--- config.mk ---
export PLATFORM = sky130hd
export DESIGN_NAME = pixel_compositor
export DESIGN_NICKNAME = d
export VERILOG_FILES = /design/src/rtl/gpu_pkg.sv /design/src/rtl/pixel_compositor_pix_out_reg.sv /design/src/rtl/pixel_compositor.sv
export SDC_FILE = /design/constraint.sdc
export NUM_CORES = 1
export LEC_CHECK = 0
export ABC_AREA = 1
export CAP_MARGIN = 10
export CELL_PAD_IN_SITES_DETAIL_PLACEMENT = 2
export CELL_PAD_IN_SITES_GLOBAL_PLACEMENT = 2
export CORE_MARGIN = 2
export CORE_UTILIZATION = 25
export CTS_BUF_LIST = sky130_fd_sc_hd__clkbuf_4
export CTS_CLUSTER_SIZE = 10
export DETAILED_ROUTE_END_ITERATION = 6
export MAX_ROUTING_LAYER = met4
export PLACE_DENSITY = 0.92
export SYNTH_ARGS = -nofsm -noshare
export SYNTH_HDL_FRONTEND = slang
export SYNTH_SLANG_ARGS = --single-unit
export TNS_END_PERCENT = 10
--- constraint.sdc ---
create_clock -name clk -period 2.62 [get_ports clk]
set_input_delay 0.262 -clock clk [delete_from_list [all_inputs] [get_ports clk]]
set_output_delay 0.262 -clock clk [all_outputs]
set_load 0.01 [all_outputs]
--- src/rtl/gpu_pkg.sv ---
// Shared types and constants for the pixel compositor: widths, colour-key
// defaults, frame geometry and the compositor FSM state encoding.
package gpu_pkg;

    localparam int unsigned LAYER_W = 5;
    localparam int unsigned COORD_W = 11;
    localparam int unsigned PIX_W   = 16;
    localparam int unsigned ADDR_W  = LAYER_W + 2 * COORD_W;

    localparam logic [PIX_W-1:0]   DEF_KEY_COLOR = 16'hF81F;
    localparam logic [PIX_W-1:0]   DEF_BG_COLOR  = 16'h0000;
    localparam logic [COORD_W-1:0] DEF_X_LAST    = 11'd1919;
    localparam logic [COORD_W-1:0] DEF_Y_LAST    = 11'd1079;

    typedef enum logic [2:0] {
        IDLE,
        SETTLE,
        REQ,
        WAIT,
        EMIT
    } comp_state_t;

endpackage

--- src/rtl/pixel_compositor_pix_out_reg.sv ---
// Valid/ready output register for the composited pixel stream: loads a pixel
// with its coordinates and holds it stable until the consumer accepts it.
module pix_out_reg
    import gpu_pkg::*;
(
    input  logic               clk,
    input  logic               reset,
    input  logic               i_load,
    input  logic [PIX_W-1:0]   i_data,
    input  logic [COORD_W-1:0] i_x,
    input  logic [COORD_W-1:0] i_y,
    input  logic               i_ready,
    output logic               o_valid,
    output logic [PIX_W-1:0]   o_data,
    output logic [COORD_W-1:0] o_x,
    output logic [COORD_W-1:0] o_y,
    output logic               o_accept
);

    logic               r_valid;
    logic [PIX_W-1:0]   r_data;
    logic [COORD_W-1:0] r_x;
    logic [COORD_W-1:0] r_y;

    always_ff @(posedge clk) begin
        if (reset) begin
            r_valid <= 1'b0;
            r_data  <= '0;
            r_x     <= '0;
            r_y     <= '0;
        end else if (i_load) begin
            r_valid <= 1'b1;
            r_data  <= i_data;
            r_x     <= i_x;
            r_y     <= i_y;
        end else if (r_valid && i_ready) begin
            r_valid <= 1'b0;
        end
    end

    assign o_valid  = r_valid;
    assign o_data   = r_data;
    assign o_x      = r_x;
    assign o_y      = r_y;
    assign o_accept = r_valid & i_ready;

endmodule

--- src/rtl/pixel_compositor.sv ---
// Layered pixel compositor: reads layers front to back for each pixel, skips
// colour-keyed layers and emits the first opaque colour (or the background).
module pixel_compositor
    import gpu_pkg::*;
#(
    parameter logic [PIX_W-1:0]   KEY_COLOR = DEF_KEY_COLOR,
    parameter logic [PIX_W-1:0]   BG_COLOR  = DEF_BG_COLOR,
    parameter logic [COORD_W-1:0] X_LAST    = DEF_X_LAST,
    parameter logic [COORD_W-1:0] Y_LAST    = DEF_Y_LAST
) (
    input  logic               clk,
    input  logic               reset,
    input  logic               enable,
    input  logic [LAYER_W-1:0] num_layers,
    input  logic [LAYER_W-1:0] layer,
    input  logic [COORD_W-1:0] x,
    input  logic [COORD_W-1:0] y,
    output logic               next_layer,
    output logic               next_pixel,
    output logic               rd_req,
    output logic [ADDR_W-1:0]  rd_addr,
    input  logic               rd_ack,
    input  logic               rd_data_valid,
    input  logic [PIX_W-1:0]   rd_data,
    output logic               pix_valid,
    input  logic               pix_ready,
    output logic [PIX_W-1:0]   pix_data,
    output logic [COORD_W-1:0] pix_x,
    output logic [COORD_W-1:0] pix_y,
    output logic               frame_done
);

    comp_state_t         r_state;
    logic                r_rd_req;
    logic [ADDR_W-1:0]   r_rd_addr;
    logic                r_next_layer;
    logic                r_next_pixel;
    logic                r_frame_done;

    logic [LAYER_W-1:0]  w_req_layer;
    logic [COORD_W-1:0]  w_req_x;
    logic [COORD_W-1:0]  w_req_y;
    logic [LAYER_W-1:0]  w_last_layer;
    logic                w_on_last;
    logic                w_is_key;
    logic                w_load;
    logic [PIX_W-1:0]    w_load_data;
    logic                w_accept;
    logic                w_pix_last;

    // The issued address doubles as the captured position of the pixel in flight.
    assign w_req_layer  = r_rd_addr[ADDR_W-1 -: LAYER_W];
    assign w_req_y      = r_rd_addr[2*COORD_W-1 -: COORD_W];
    assign w_req_x      = r_rd_addr[COORD_W-1:0];

    assign w_last_layer = (num_layers == '0) ? '0 : num_layers - LAYER_W'(1);
    assign w_on_last    = (w_req_layer == w_last_layer) || (w_req_layer == '1);
    assign w_is_key     = (rd_data == KEY_COLOR);
    assign w_load       = (r_state == WAIT) && rd_data_valid && (!w_is_key || w_on_last);
    assign w_load_data  = w_is_key ? BG_COLOR : rd_data;
    assign w_pix_last   = (pix_x == X_LAST) && (pix_y == Y_LAST);

    always_ff @(posedge clk) begin
        if (reset) begin
            r_state      <= IDLE;
            r_rd_req     <= 1'b0;
            r_rd_addr    <= '0;
            r_next_layer <= 1'b0;
            r_next_pixel <= 1'b0;
            r_frame_done <= 1'b0;
        end else begin
            r_next_layer <= 1'b0;
            r_next_pixel <= 1'b0;
            r_frame_done <= 1'b0;
            case (r_state)
                IDLE: begin
                    if (enable) r_state <= SETTLE;
                end
                SETTLE: r_state <= REQ;
                REQ: begin
                    // First REQ cycle registers the address; the request is live from the second.
                    if (!r_rd_req) begin
                        r_rd_req  <= 1'b1;
                        r_rd_addr <= {layer, y, x};
                    end else if (rd_ack) begin
                        r_rd_req <= 1'b0;
                        r_state  <= WAIT;
                    end
                end
                WAIT: begin
                    if (rd_data_valid) begin
                        if (w_load) begin
                            r_state <= EMIT;
                        end else begin
                            r_next_layer <= 1'b1;
                            r_state      <= SETTLE;
                        end
                    end
                end
                EMIT: begin
                    if (w_accept) begin
                        r_next_pixel <= 1'b1;
                        if (w_pix_last) begin
                            r_frame_done <= 1'b1;
                            r_state      <= IDLE;
                        end else begin
                            r_state <= SETTLE;
                        end
                    end
                end
                default: r_state <= IDLE;
            endcase
        end
    end

    pix_out_reg u_pix_out_reg (
        .clk      (clk),
        .reset    (reset),
        .i_load   (w_load),
        .i_data   (w_load_data),
        .i_x      (w_req_x),
        .i_y      (w_req_y),
        .i_ready  (pix_ready),
        .o_valid  (pix_valid),
        .o_data   (pix_data),
        .o_x      (pix_x),
        .o_y      (pix_y),
        .o_accept (w_accept)
    );

    assign rd_req     = r_rd_req;
    assign rd_addr    = r_rd_addr;
    assign next_layer = r_next_layer;
    assign next_pixel = r_next_pixel;
    assign frame_done = r_frame_done;

endmodule

==> impl_metrics.py <==
metrics = {
    "clock_network": {
        "clk_pin_slew_worst_paths_ps": 140,
        "cts_tree": "built",
        "post-cts-setup-buffer-count": 0,
        "clkLatencyLatePin_ps": 450,
        "ctsHtreeMaxLevel": 3,
        "post_cts_resized": 0,
        "cts_buffers": 9,
        "clock_path_buffers": 2,
        "cts.sinks": 73,
        "root_buffer": "clkbuf_4",
        "cts_hold_buf": 0,
    },
    "pwr": {
        "p_leak_nw": 1.61,
        "p_per_area_nw_per_um2": 783,
        "total_power_mw": 3.50,
        "ir_worst_vdd_uv": 294,
    },
    "setup_path": {
        "path_cells": "clkdlybuf4s50_1 > inv_1 > ha_1 > xor2_1 > nand2_1 > nand2_1 > nand2_1 > nor2_1 > nand3_1 > nand2_2 > nand2_4 > inv_6 > nand3_1 > a21oi_1",
        "critPathLaunchType": "input port",
        "reg2reg_to": "rd_addr[22]",
        "regToRegSetupSlack_ps": 790,
        "worstPathArrival_ps": 2440,
        "cp.required_ps": 2990,
        "slowest_delay_ps": 470,
        "crit_path_top_delay_cell": "clkdlybuf4s50_1",
        "rr_startpoint": "r_state[2]",
        "crit_top_cell": "nand2_1",
        "cp_max_fo": 37,
        "end_kind": "flop",
        "path_class": "input port to flop",
        "reg2regPathDepth": 7,
    },
    "timing": {
        "min_period_ps": 2070,
        "setup_ws_ps": 553,
        "holdWs_ps": 377,
        "setup_viol": 0,
        "worst_pin_slew_ps": 648,
        "max_slew_margin_pct": 56.7,
        "clock_skew_ps": 18.8,
        "drv_slew": 0,
        "hold_violations": 0,
        "timing.fmax_ghz": 0.484,
        "fin_setup_tns_ps": 0,
        "period_share_pct": 78.9,
        "rsz0062_at_grt": "no",
    },
    "cells_and_area": {
        "antenna-diode-count": 0,
        "drive_gt1_share_pct": 6.35,
        "mostFrequentLayoutCell": "clkdlybuf4s50_1",
        "finalNonFillerCells": 663,
        "area_growth_pct": 51.6,
        "layout.nets": 570,
        "design_area_um2": 4470,
        "post-route-util_pct": 39.0,
        "mostFrequentLayoutCells": "123 x clkdlybuf4s50_1, 73 x dfxtp_1, 63 x nand2_1, 63 x nor2_1, 48 x a21oi_1",
    },
    "drt": {
        "final_antenna_net_count": 0,
        "wirelength_um": 11000,
        "via_count": 3184,
        "drtPass1Iterations": 4,
        "drt_iter0_drc": 78,
        "drc": 0,
        "routed_via_density": 4.80,
        "post_drt_wl_per_cell_um": 16.6,
    },
    "die": {
        "dieArea_um2": 12700,
        "start_util_pct": 25.7,
        "io_pins": 124,
        "core-area_um2": 11500,
        "fp.dieH_um": 113,
        "die_w_um": 113,
        "fp-row-count": 39,
    },
    "logic_synthesis": {
        "synth.cell_area_um2": 2950,
        "yosysWarnings": 0,
        "yosysSeqAreaShare_pct": 49.6,
        "syn-num-nets": 449,
        "ys_seq_elements": 73,
        "postSynthCellCount": 394,
        "avgSynthCellArea_um2": 7.48,
        "ys_types": 26,
    },
    "grt": {
        "groute.usage.overall_pct": 18.2,
        "gr-usage-met3_pct": 6.16,
        "met2_usage_pct": 32.2,
        "grt_max_degree": 38,
        "grt_pass1_vias": 3497,
        "antenna_found_initial": 0,
        "busiest_layer": "met2",
        "grt_pass1_wl_um": 17800,
        "overflow": 0,
        "globalRouteMet1Util_pct": 19.8,
    },
    "place": {
        "dpl_cell_area_um2": 4310,
        "place_ws_ps": 52.0,
        "place_hpwl_um": 8160,
        "io_buffers": 123,
        "place_congestion": 0.820,
        "post-place-cells": 647,
    },
    "worst_hold_path": {
        "hold_end": "rd_addr[7]",
        "worstHoldPathCells": 3,
        "min_from": "x[7]",
        "worstHoldPathType": "input port to flop",
    },
    "run": {
        "cap_violations": 0,
    },
    "status": {
        "outcome": "completed",
    },
}
## where the power goes
part           total (mW)  leakage [nW]  switching (mW)  internal [mW]
combinational        1.22         0.931           0.665          0.558
sequential           1.45         0.592           0.155           1.30
clock               0.825        0.0859           0.439          0.386
## routing by layer
metal  part of all wire (%)  routed length (um)
met5                      0                   0
met2                     52                5670
met1                     41                4520
met3                    6.1                 672
met4                    1.1                 116
## worst max-delay path: cells and delay by family
kind                       cells  cell delay (ps)
adders and majority gates      1              260
and+or+nand+nor                8              750
xor gates and xnor gates       1              190
AOI/OAI and AO/OA              1              140
buffers and inverters          3              820
## worst max-delay path by stage
stage / from / end / slack (ps) / cells past startpoint
floorplan: num_layers[0] / u_pix_out_reg.o_data[10] / 930 / 13
global placement: num_layers[0] / u_pix_out_reg.o_x[10] / 270 / 14
detailed placement: num_layers[0] / u_pix_out_reg.o_data[2] / 50 / 15
CTS: num_layers[0] / u_pix_out_reg.o_data[0] / 540 / 15
global route: num_layers[0] / u_pix_out_reg.o_x[10] / 350 / 14
finish: num_layers[0] / u_pix_out_reg.o_data[0] / 550 / 14
## area by class of cell
type | count | area (um^2)
Fill cell | 1314 | 7000
Sequential cell | 73 | 1460
Timing Repair Buffer | 132 | 1300
Multi-Input combinational cell | 272 | 1260
Tap cell | 143 | 179
Inverter | 27 | 106
Clock inverter | 7 | 95.1
Clock buffer | 9 | 67.6
## registers in the layout, summed over array words and instances, names as in the netlist
name,flops
rd_addr,27
u_pix_out_reg.o_data,16
u_pix_out_reg.o_x,11
u_pix_out_reg.o_y,11
r_state,3
frame_done,1
next_layer,1
next_pixel,1
rd_req,1
u_pix_out_reg.o_valid,1
## cells by family (layout without fill, tap and decap cells)
family | Yosys count | count (layout) | share of synthesized area [%]
flip-flops | 73 | 73 | 49.6
buffers and inverters | 49 | 175 | 7.64
AND/OR/NAND/NOR | 188 | 188 | 28.1
AO/OA/AOI/OAI | 82 | 82 | 14.0
XOR/XNOR | 1 | 1 | 0.297
adder cells (fa/ha/maj) | 1 | 1 | 0.424
## synth_stat cells (all sizes together)
cell,instances,area share (%)
dfxtp,73,50
nand2,65,8.6
nor2,65,8.4
a21oi,48,8.1
nand3,41,7.5
o21ai,33,5.6
inv,27,3.6
clkbuf,15,2.0
buf,7,2.1
nand4,7,1.5
nor3,4,0.68
nor4,4,0.85
nand3b,2,0.51
ha,1,0.42
o21a,1,0.25
xor2,1,0.30
Note: power is estimated with default switching activity, not from simulation.
